--- src/rtl/ula_sequencial_if.sv ---
// Launch/complete bus between the control unit and the sequential ALU.
// Master drives the request fields; slave returns status and registered results.
interface ula_sequencial_if #(
    parameter int LARGURA = 16
);
    logic                   inicio;
    logic [4:0]             opcode;
    logic [LARGURA-1:0]     operando1;
    logic [LARGURA-1:0]     operando2;
    logic                   ocupado;
    logic                   pronto;
    logic [2*LARGURA-1:0]   resultado;
    logic                   data_uc;
    logic                   erro_div0;

    modport master (
        output inicio, opcode, operando1, operando2,
        input  ocupado, pronto, resultado, data_uc, erro_div0
    );

    modport slave (
        input  inicio, opcode, operando1, operando2,
        output ocupado, pronto, resultado, data_uc, erro_div0
    );
endinterface

--- src/rtl/ula_sequencial.sv ---
// Multi-cycle ALU: single-cycle ops pronto 1 cycle after acceptance, Mul/Div LARGURA+1 cycles.
// New requests are accepted only while idle; inicio during ocupado is dropped, all outputs registered.
module ula_sequencial #(
    parameter int LARGURA = 16
) (
    input  logic            clock,
    input  logic            reset,
    ula_sequencial_if.slave bus
);
    localparam int L  = LARGURA;
    localparam int CW = $clog2(LARGURA) + 1;

    localparam logic [4:0] OP_PUSH = 5'b00010;
    localparam logic [4:0] OP_ADD  = 5'b00100;
    localparam logic [4:0] OP_SUB  = 5'b00101;
    localparam logic [4:0] OP_MUL  = 5'b00110;
    localparam logic [4:0] OP_DIV  = 5'b00111;
    localparam logic [4:0] OP_AND  = 5'b01000;
    localparam logic [4:0] OP_NAND = 5'b01001;
    localparam logic [4:0] OP_OR   = 5'b01010;
    localparam logic [4:0] OP_XOR  = 5'b01011;
    localparam logic [4:0] OP_CMP  = 5'b01100;
    localparam logic [4:0] OP_NOT  = 5'b01101;
    localparam logic [4:0] OP_IFEQ = 5'b01111;
    localparam logic [4:0] OP_IFGT = 5'b10000;
    localparam logic [4:0] OP_IFLT = 5'b10001;
    localparam logic [4:0] OP_IFGE = 5'b10010;
    localparam logic [4:0] OP_IFLE = 5'b10011;

    typedef enum logic [1:0] {OCIOSO, MUL, DIV, FIM} estado_t;

    estado_t          estado_q, estado_d;
    logic [L-1:0]     a_q, a_d;
    logic [L-1:0]     b_q, b_d;
    logic [2*L-1:0]   trab_q, trab_d;
    logic [CW-1:0]    cnt_q, cnt_d;
    logic [2*L-1:0]   resultado_q, resultado_d;
    logic             data_uc_q, data_uc_d;
    logic             erro_q, erro_d;
    logic             pronto_q, pronto_d;
    logic             ocupado_q, ocupado_d;

    logic [2*L-1:0]   imed_res;
    logic             imed_uc;
    logic             op1_neg, op1_zero;
    logic [L:0]       mul_soma;
    logic [2*L-1:0]   mul_prox;
    logic [L:0]       div_desl;
    logic             div_cabe;
    logic [L-1:0]     div_resto;
    logic [2*L-1:0]   div_prox;
    logic             ultima;

    assign op1_neg  = bus.operando1[L-1];
    assign op1_zero = (bus.operando1 == '0);

    // Shift-add: trab = {partial product, remaining multiplier bits}
    assign mul_soma = {1'b0, trab_q[2*L-1:L]} + {1'b0, a_q};
    assign mul_prox = trab_q[0] ? {mul_soma, trab_q[L-1:1]}
                                : {1'b0, trab_q[2*L-1:L], trab_q[L-1:1]};

    // Restoring division: trab = {remainder, dividend bits shifting out / quotient bits shifting in}
    assign div_desl  = {trab_q[2*L-1:L], trab_q[L-1]};
    assign div_cabe  = (div_desl >= {1'b0, b_q});
    assign div_resto = div_cabe ? L'(div_desl - {1'b0, b_q}) : div_desl[L-1:0];
    assign div_prox  = {div_resto, trab_q[L-2:0], div_cabe};

    assign ultima = (cnt_q == CW'(L - 1));

    always_comb begin
        imed_res = '0;
        imed_uc  = 1'b0;
        case (bus.opcode)
            OP_PUSH: imed_res = {{L{1'b0}}, bus.operando1};
            OP_ADD:  imed_res = {{L{1'b0}}, bus.operando1} + {{L{1'b0}}, bus.operando2};
            OP_SUB:  imed_res = {{L{1'b0}}, bus.operando1} - {{L{1'b0}}, bus.operando2};
            OP_AND:  imed_res = {{L{1'b0}}, bus.operando1 & bus.operando2};
            OP_NAND: imed_res = {{L{1'b0}}, ~(bus.operando1 & bus.operando2)};
            OP_OR:   imed_res = {{L{1'b0}}, bus.operando1 | bus.operando2};
            OP_XOR:  imed_res = {{L{1'b0}}, bus.operando1 ^ bus.operando2};
            OP_NOT:  imed_res = {{L{1'b0}}, ~bus.operando1};
            OP_CMP: begin
                if (bus.operando1 == bus.operando2)     imed_res = '0;
                else if (bus.operando1 > bus.operando2) imed_res = {{(2*L-1){1'b0}}, 1'b1};
                else                                    imed_res = '1;
            end
            OP_IFEQ: imed_uc = op1_zero;
            OP_IFGT: imed_uc = !op1_neg && !op1_zero;
            OP_IFLT: imed_uc = op1_neg;
            OP_IFGE: imed_uc = !op1_neg;
            OP_IFLE: imed_uc = op1_neg || op1_zero;
            default: ;
        endcase
    end

    always_comb begin
        estado_d    = estado_q;
        a_d         = a_q;
        b_d         = b_q;
        trab_d      = trab_q;
        cnt_d       = cnt_q;
        resultado_d = resultado_q;
        data_uc_d   = data_uc_q;
        erro_d      = erro_q;
        case (estado_q)
            OCIOSO: if (bus.inicio) begin
                a_d       = bus.operando1;
                b_d       = bus.operando2;
                cnt_d     = '0;
                data_uc_d = 1'b0;
                erro_d    = 1'b0;
                if (bus.opcode == OP_MUL) begin
                    trab_d   = {{L{1'b0}}, bus.operando2};
                    estado_d = MUL;
                end else if (bus.opcode == OP_DIV) begin
                    trab_d   = {{L{1'b0}}, bus.operando1};
                    erro_d   = (bus.operando2 == '0);
                    estado_d = DIV;
                end else begin
                    resultado_d = imed_res;
                    data_uc_d   = imed_uc;
                    estado_d    = FIM;
                end
            end
            MUL: begin
                trab_d = mul_prox;
                cnt_d  = cnt_q + CW'(1);
                if (ultima) begin
                    resultado_d = mul_prox;
                    cnt_d       = '0;
                    estado_d    = FIM;
                end
            end
            DIV: begin
                trab_d = div_prox;
                cnt_d  = cnt_q + CW'(1);
                if (ultima) begin
                    resultado_d = div_prox;
                    cnt_d       = '0;
                    estado_d    = FIM;
                end
            end
            default: estado_d = OCIOSO;
        endcase
        pronto_d  = (estado_d == FIM);
        ocupado_d = (estado_d != OCIOSO);
    end

    always_ff @(posedge clock) begin
        if (reset) begin
            estado_q    <= OCIOSO;
            a_q         <= '0;
            b_q         <= '0;
            trab_q      <= '0;
            cnt_q       <= '0;
            resultado_q <= '0;
            data_uc_q   <= 1'b0;
            erro_q      <= 1'b0;
            pronto_q    <= 1'b0;
            ocupado_q   <= 1'b0;
        end else begin
            estado_q    <= estado_d;
            a_q         <= a_d;
            b_q         <= b_d;
            trab_q      <= trab_d;
            cnt_q       <= cnt_d;
            resultado_q <= resultado_d;
            data_uc_q   <= data_uc_d;
            erro_q      <= erro_d;
            pronto_q    <= pronto_d;
            ocupado_q   <= ocupado_d;
        end
    end

    assign bus.ocupado   = ocupado_q;
    assign bus.pronto    = pronto_q;
    assign bus.resultado = resultado_q;
    assign bus.data_uc   = data_uc_q;
    assign bus.erro_div0 = erro_q;
endmodule

--- src/flat_wrapper.sv ---
// flat-port wrapper written by rule: the top's interface ports become plain ports
module ula_sequencial_flat 
#(
    parameter int LARGURA = 16
)
  (clock, reset, bus_inicio, bus_opcode, bus_operando1, bus_operando2, bus_ocupado, bus_pronto, bus_resultado, bus_data_uc, bus_erro_div0);
  ula_sequencial_if #(.LARGURA(LARGURA)) bus_i ();
  input  logic clock;
  input  logic reset;
  input wire logic [$bits(bus_i.inicio)-1:0] bus_inicio;
  input wire logic [$bits(bus_i.opcode)-1:0] bus_opcode;
  input wire logic [$bits(bus_i.operando1)-1:0] bus_operando1;
  input wire logic [$bits(bus_i.operando2)-1:0] bus_operando2;
  output wire logic [$bits(bus_i.ocupado)-1:0] bus_ocupado;
  output wire logic [$bits(bus_i.pronto)-1:0] bus_pronto;
  output wire logic [$bits(bus_i.resultado)-1:0] bus_resultado;
  output wire logic [$bits(bus_i.data_uc)-1:0] bus_data_uc;
  output wire logic [$bits(bus_i.erro_div0)-1:0] bus_erro_div0;
  assign bus_i.inicio = bus_inicio;
  assign bus_i.opcode = bus_opcode;
  assign bus_i.operando1 = bus_operando1;
  assign bus_i.operando2 = bus_operando2;
  assign bus_ocupado = bus_i.ocupado;
  assign bus_pronto = bus_i.pronto;
  assign bus_resultado = bus_i.resultado;
  assign bus_data_uc = bus_i.data_uc;
  assign bus_erro_div0 = bus_i.erro_div0;
  ula_sequencial #(.LARGURA(LARGURA)) u_core (.clock(clock), .reset(reset), .bus(bus_i));
endmodule
--- config.mk ---
export PLATFORM = sky130hd
export DESIGN_NAME = ula_sequencial_flat
export DESIGN_NICKNAME = d
export VERILOG_FILES = /design/src/rtl/ula_sequencial_if.sv /design/src/rtl/ula_sequencial.sv /design/src/flat_wrapper.sv
export SDC_FILE = /design/constraint.sdc
export NUM_CORES = 1
export LEC_CHECK = 0
export BUFFER_PORTS_ARGS = -buffer_cell sky130_fd_sc_hd__clkbuf_2
export CAP_MARGIN = 40
export CELL_PAD_IN_SITES_DETAIL_PLACEMENT = 0
export CELL_PAD_IN_SITES_GLOBAL_PLACEMENT = 1
export CORE_MARGIN = 2
export CORE_UTILIZATION = 41
export DETAILED_ROUTE_END_ITERATION = 8
export HOLD_SLACK_MARGIN = 0.05
export PLACE_DENSITY = 0.79
export SYNTH_ARGS = -nofsm -noshare
export SYNTH_HDL_FRONTEND = slang
export SYNTH_SLANG_ARGS = --single-unit
export TNS_END_PERCENT = 10
--- constraint.sdc ---
create_clock -name clock -period 3.1 [get_ports clock]
set_input_delay 0.62 -clock clock [delete_from_list [all_inputs] [get_ports clock]]
set_output_delay 0.62 -clock clock [all_outputs]
set_load 0.05 [all_outputs]
==> flow_summary.json <==
{
  "yosys_warnings": 0,
  "vias_per_cell": 5.799,
  "clk_latency_ns": 0.36,
  "cts-buffers-inserted": 9,
  "antennaDiodeCount": 0,
  "start_util_pct": 41.46,
  "yosysUniqueCellTypes": 79,
  "grt_overflow": 0,
  "synth_nets": 1464,
  "setup_viol": 0,
  "grt_util_met2_pct": 52.03,
  "fin_cells": 1840,
  "worstPathMaxFanout": 8,
  "max_slew_margin_pct": 48.24,
  "synth_ff_type": "dfxtp_1",
  "syn_avg_cell_area_um2": 7.257,
  "status": "finished clean",
  "cp_data_required_time_ns": 3.32,
  "critPathKind": "in -> reg",
  "ys_top_cells_by_area": "dfxtp_1 (22%), ha_1 (11%), nand2_1 (6.8%)",
  "via_count": 10670,
  "root_buffer": "clkbuf_16",
  "gr-usage-met3_pct": 3.121,
  "hpwl_mm": 30.73,
  "globalplace.congestion": 1.005,
  "cts_sinks": 107,
  "clockBufferDepth": 2,
  "layout.nets": 1647,
  "busiest_layer": "met2",
  "layout-drive-gt1-share_pct": 19.79,
  "worst-path-buf-inv": 4,
  "grt_usage_pct": 30.90,
  "critPathArrivalTime_ns": 3.25,
  "grt_setup_unrepaired": "yes",
  "hold_class": "reg -> reg",
  "cts_max_level": 3,
  "num_io_pins": 76,
  "p_leak_nw": 5.031,
  "peakVddDrop_mv": 0.3279,
  "slew_violations": 0,
  "drt_iter0_drc": 767,
  "synth_top_area_share_pct": 22.14,
  "met1_usage_pct": 40.26,
  "p_sw_share_pct": 43.93,
  "seqPwrFrac_pct": 28.7,
  "critPathSlowestCell": "a221oi_1",
  "die_w_um": 157.6,
  "grt_pass1_vias": 9776,
  "synth_cells": 1333,
  "critPathTopFamily": "compound AO/OA/AOI/OAI gates",
  "ys_seq_elements": 107,
  "wl_mm": 38.72,
  "wl_per_cell_um": 21.05,
  "die_h_um": 157.6,
  "p_sw_mw": 2.554,
  "cts_tree": "done",
  "startpoint_type": "primary input",
  "areaGrowthSynthToFinish_pct": 22.23,
  "maxCapViolations": 0,
  "clk_pin_slew_ns": 0.08,
  "tightest_slew_ns": 0.7693,
  "finalPower_mw": 5.814,
  "synth_top_area_cell": "dfxtp_1",
  "place_inst": 1824,
  "max_freq_mhz": 330.3,
  "drc": 0,
  "post-route-period-util_pct": 97.67,
  "power_density_nw_per_um2": 491.7,
  "hold_viol_final": 0,
  "synthArstFlopShare_pct": 0,
  "p_int_mw": 3.260,
  "clockPowerShare_pct": 19.7,
  "dieArea_um2": 24840,
  "antenna_found_initial": 0,
  "synth_edf_count": 0,
  "fin_skew_ns": 0.01503,
  "critPathMaxStageDelay_ns": 0.37,
  "p_comb_share_pct": 51.5,
  "drt_first_pass_iters": 4,
  "core_region_area_um2": 23330,
  "synth_area_um2": 9673,
  "yosysSeqAreaShare_pct": 22.14,
  "period_minus_slack_ns": 3.028,
  "row_count": 56,
  "endpoint_kind": "flop",
  "grt_max_degree": 59,
  "io_buffers": 75,
  "worstPathCellList": "clkbuf_2, inv_1, ha_1, nor3_1, nand2_1, buf_4, o21ai_0, nor3_1, o21ai_1, buf_4, o2111ai_1, a221oi_1, o22ai_1",
  "fin_worst_hold_slack_ns": 0.4594,
  "drtAntennaViolNets": 0,
  "grt_first_pass_wirelength_mm": 58.20
}
## area by class of cell
cell class / instances / area (um^2)
Timing Repair Buffer: 254 / 1759
Fill cell: 2367 / 11510
Multi-Input combinational cell: 1062 / 6929
Clock inverter: 6 / 56.30
Clock buffer: 10 / 229.0
Inverter: 82 / 307.8
Sequential cell: 107 / 2143
Tap cell: 319 / 399.1
## path summary, 6_finish.rpt
path	startpoint	end	slack, ns	cells past startpoint
setup reg to reg	u_core.a_q[0]	u_core.bus.resultado[29]	0.14	12
hold reg to reg	u_core.b_q[10]	u_core.b_q[10]	0.46	2
setup / recovery	bus_operando2[6]	u_core.bus.resultado[14]	0.07	13
hold / removal	u_core.b_q[10]	u_core.b_q[10]	0.46	2
## cells in the mapped netlist, types with 3 or more instances
master and count:
inv_1 79, o22ai_1 8, o21ai_0 62, mux2_2 5, nor3_1 35, nor3b_1 3, nand2b_1 3, o41ai_1 4
a311oi_1 13, a22o_1 10, dfxtp_1 107, o2111ai_1 10, nand3_1 31, nor2_1 132, and3_1 9, xor2_1 7
a31oi_1 10, buf_2 12, a2111oi_0 6, nor4_1 13, o22a_1 7, nor2b_1 14, o21bai_1 8, a21o_1 14
o2111a_1 3, a21oi_1 122, o211ai_1 22, or2_2 8, o211a_1 3, nand2_1 174, o21ai_1 8, o31ai_1 12
nand4_1 13, mux2i_1 35, a221oi_1 11, o21a_1 12, fa_1 4, buf_1 5, ha_1 87, clkbuf_1 64
a22oi_1 7, and2_1 5, xnor2_1 40, a211oi_1 41, or3_1 12
## sequential cells by signal, summed over array words and instances, names as in the netlist
register	count
u_core.bus.resultado	32
u_core.b_q	16
u_core.cnt_q	5
u_core.trab_q	32
u_core.a_q	16
u_core.bus.pronto	1
u_core.bus.ocupado	1
u_core.bus.data_uc	1
u_core.bus.erro_div0	1
u_core.estado_q	2
## stage by stage
stage	TNS [ns]	setup WS [ns]	instance area [um^2]	utilization [%]
2_1_floorplan	0	0.1571	9673	-
3_3_place_gp	-1.536	-0.2501	11510	49.32
3_5_place_dp	-2.151	-0.2701	11510	49.32
4_1_cts	0	0.04025	11790	50.54
5_1_grt	-0.008646	-0.008646	11820	50.68
6_report	0	0.07223	11820	50.68
## worst reg2reg max path, stage by stage (launching register included)
cell	delay (ns)
dfxtp_1	0.33
ha_1	0.21
inv_1	0.07
fa_1	0.19
nor2b_1	0.08
o31ai_2	0.28
a21oi_2	0.12
or4_1	0.55
a2111oi_2	0.32
and3b_1	0.22
a211oi_1	0.19
buf_4	0.16
a211oi_1	0.06
## per-layer routing
layer	part of all wire, %	routed length, um	up-vias
met4	4.3	1656	0
met5	0	0	-
met2	47	18260	339
met3	5.4	2087	79
li1	-	-	5183
met1	43	16720	5070
## power by group through the flow
stage	Combinational [mW]	Clock [mW]	Sequential, mW
finish	3.00	1.15	1.67
global route	3.23	1.21	1.69
CTS	2.96	1.16	1.67
detailed placement	2.95	0	1.70
global placement	2.93	0	1.70
floorplan	1.66	0	1.91
## cell usage in the layout, fill, tap and decap left out, types with 34 or more instances in the layout
cell	Yosys	layout
nor2_1	132	131
mux2i_1	35	35
o21ai_0	62	62
xnor2_1	40	40
nor3_1	35	34
inv_1	79	79
buf_4	0	177
a211oi_1	41	41
nand2_1	174	174
dfxtp_1	107	106
clkbuf_2	0	74
ha_1	87	87
a21oi_1	122	120
## kinds of logic after synthesis
family          after synthesis  share of synthesized area, %
flops                       107                         22.14
compound gates              421                         29.25
mux                          42                         4.437
fa+ha+maj                    91                         12.08
buf+inv                     164                         6.597
simple gates                461                         21.24
xor+xnor                     47                         4.256
## repair_timing
| item | 4_1_cts | 5_1_grt |
|---|---|---|
| endpoints found under the setup margin | 0 | 6 |
| resized for setup | 0 | 8 |
| hold buffers | 0 | 0 |
| buffers inserted | 0 | 0 |
(Power assumes the default switching activity.)
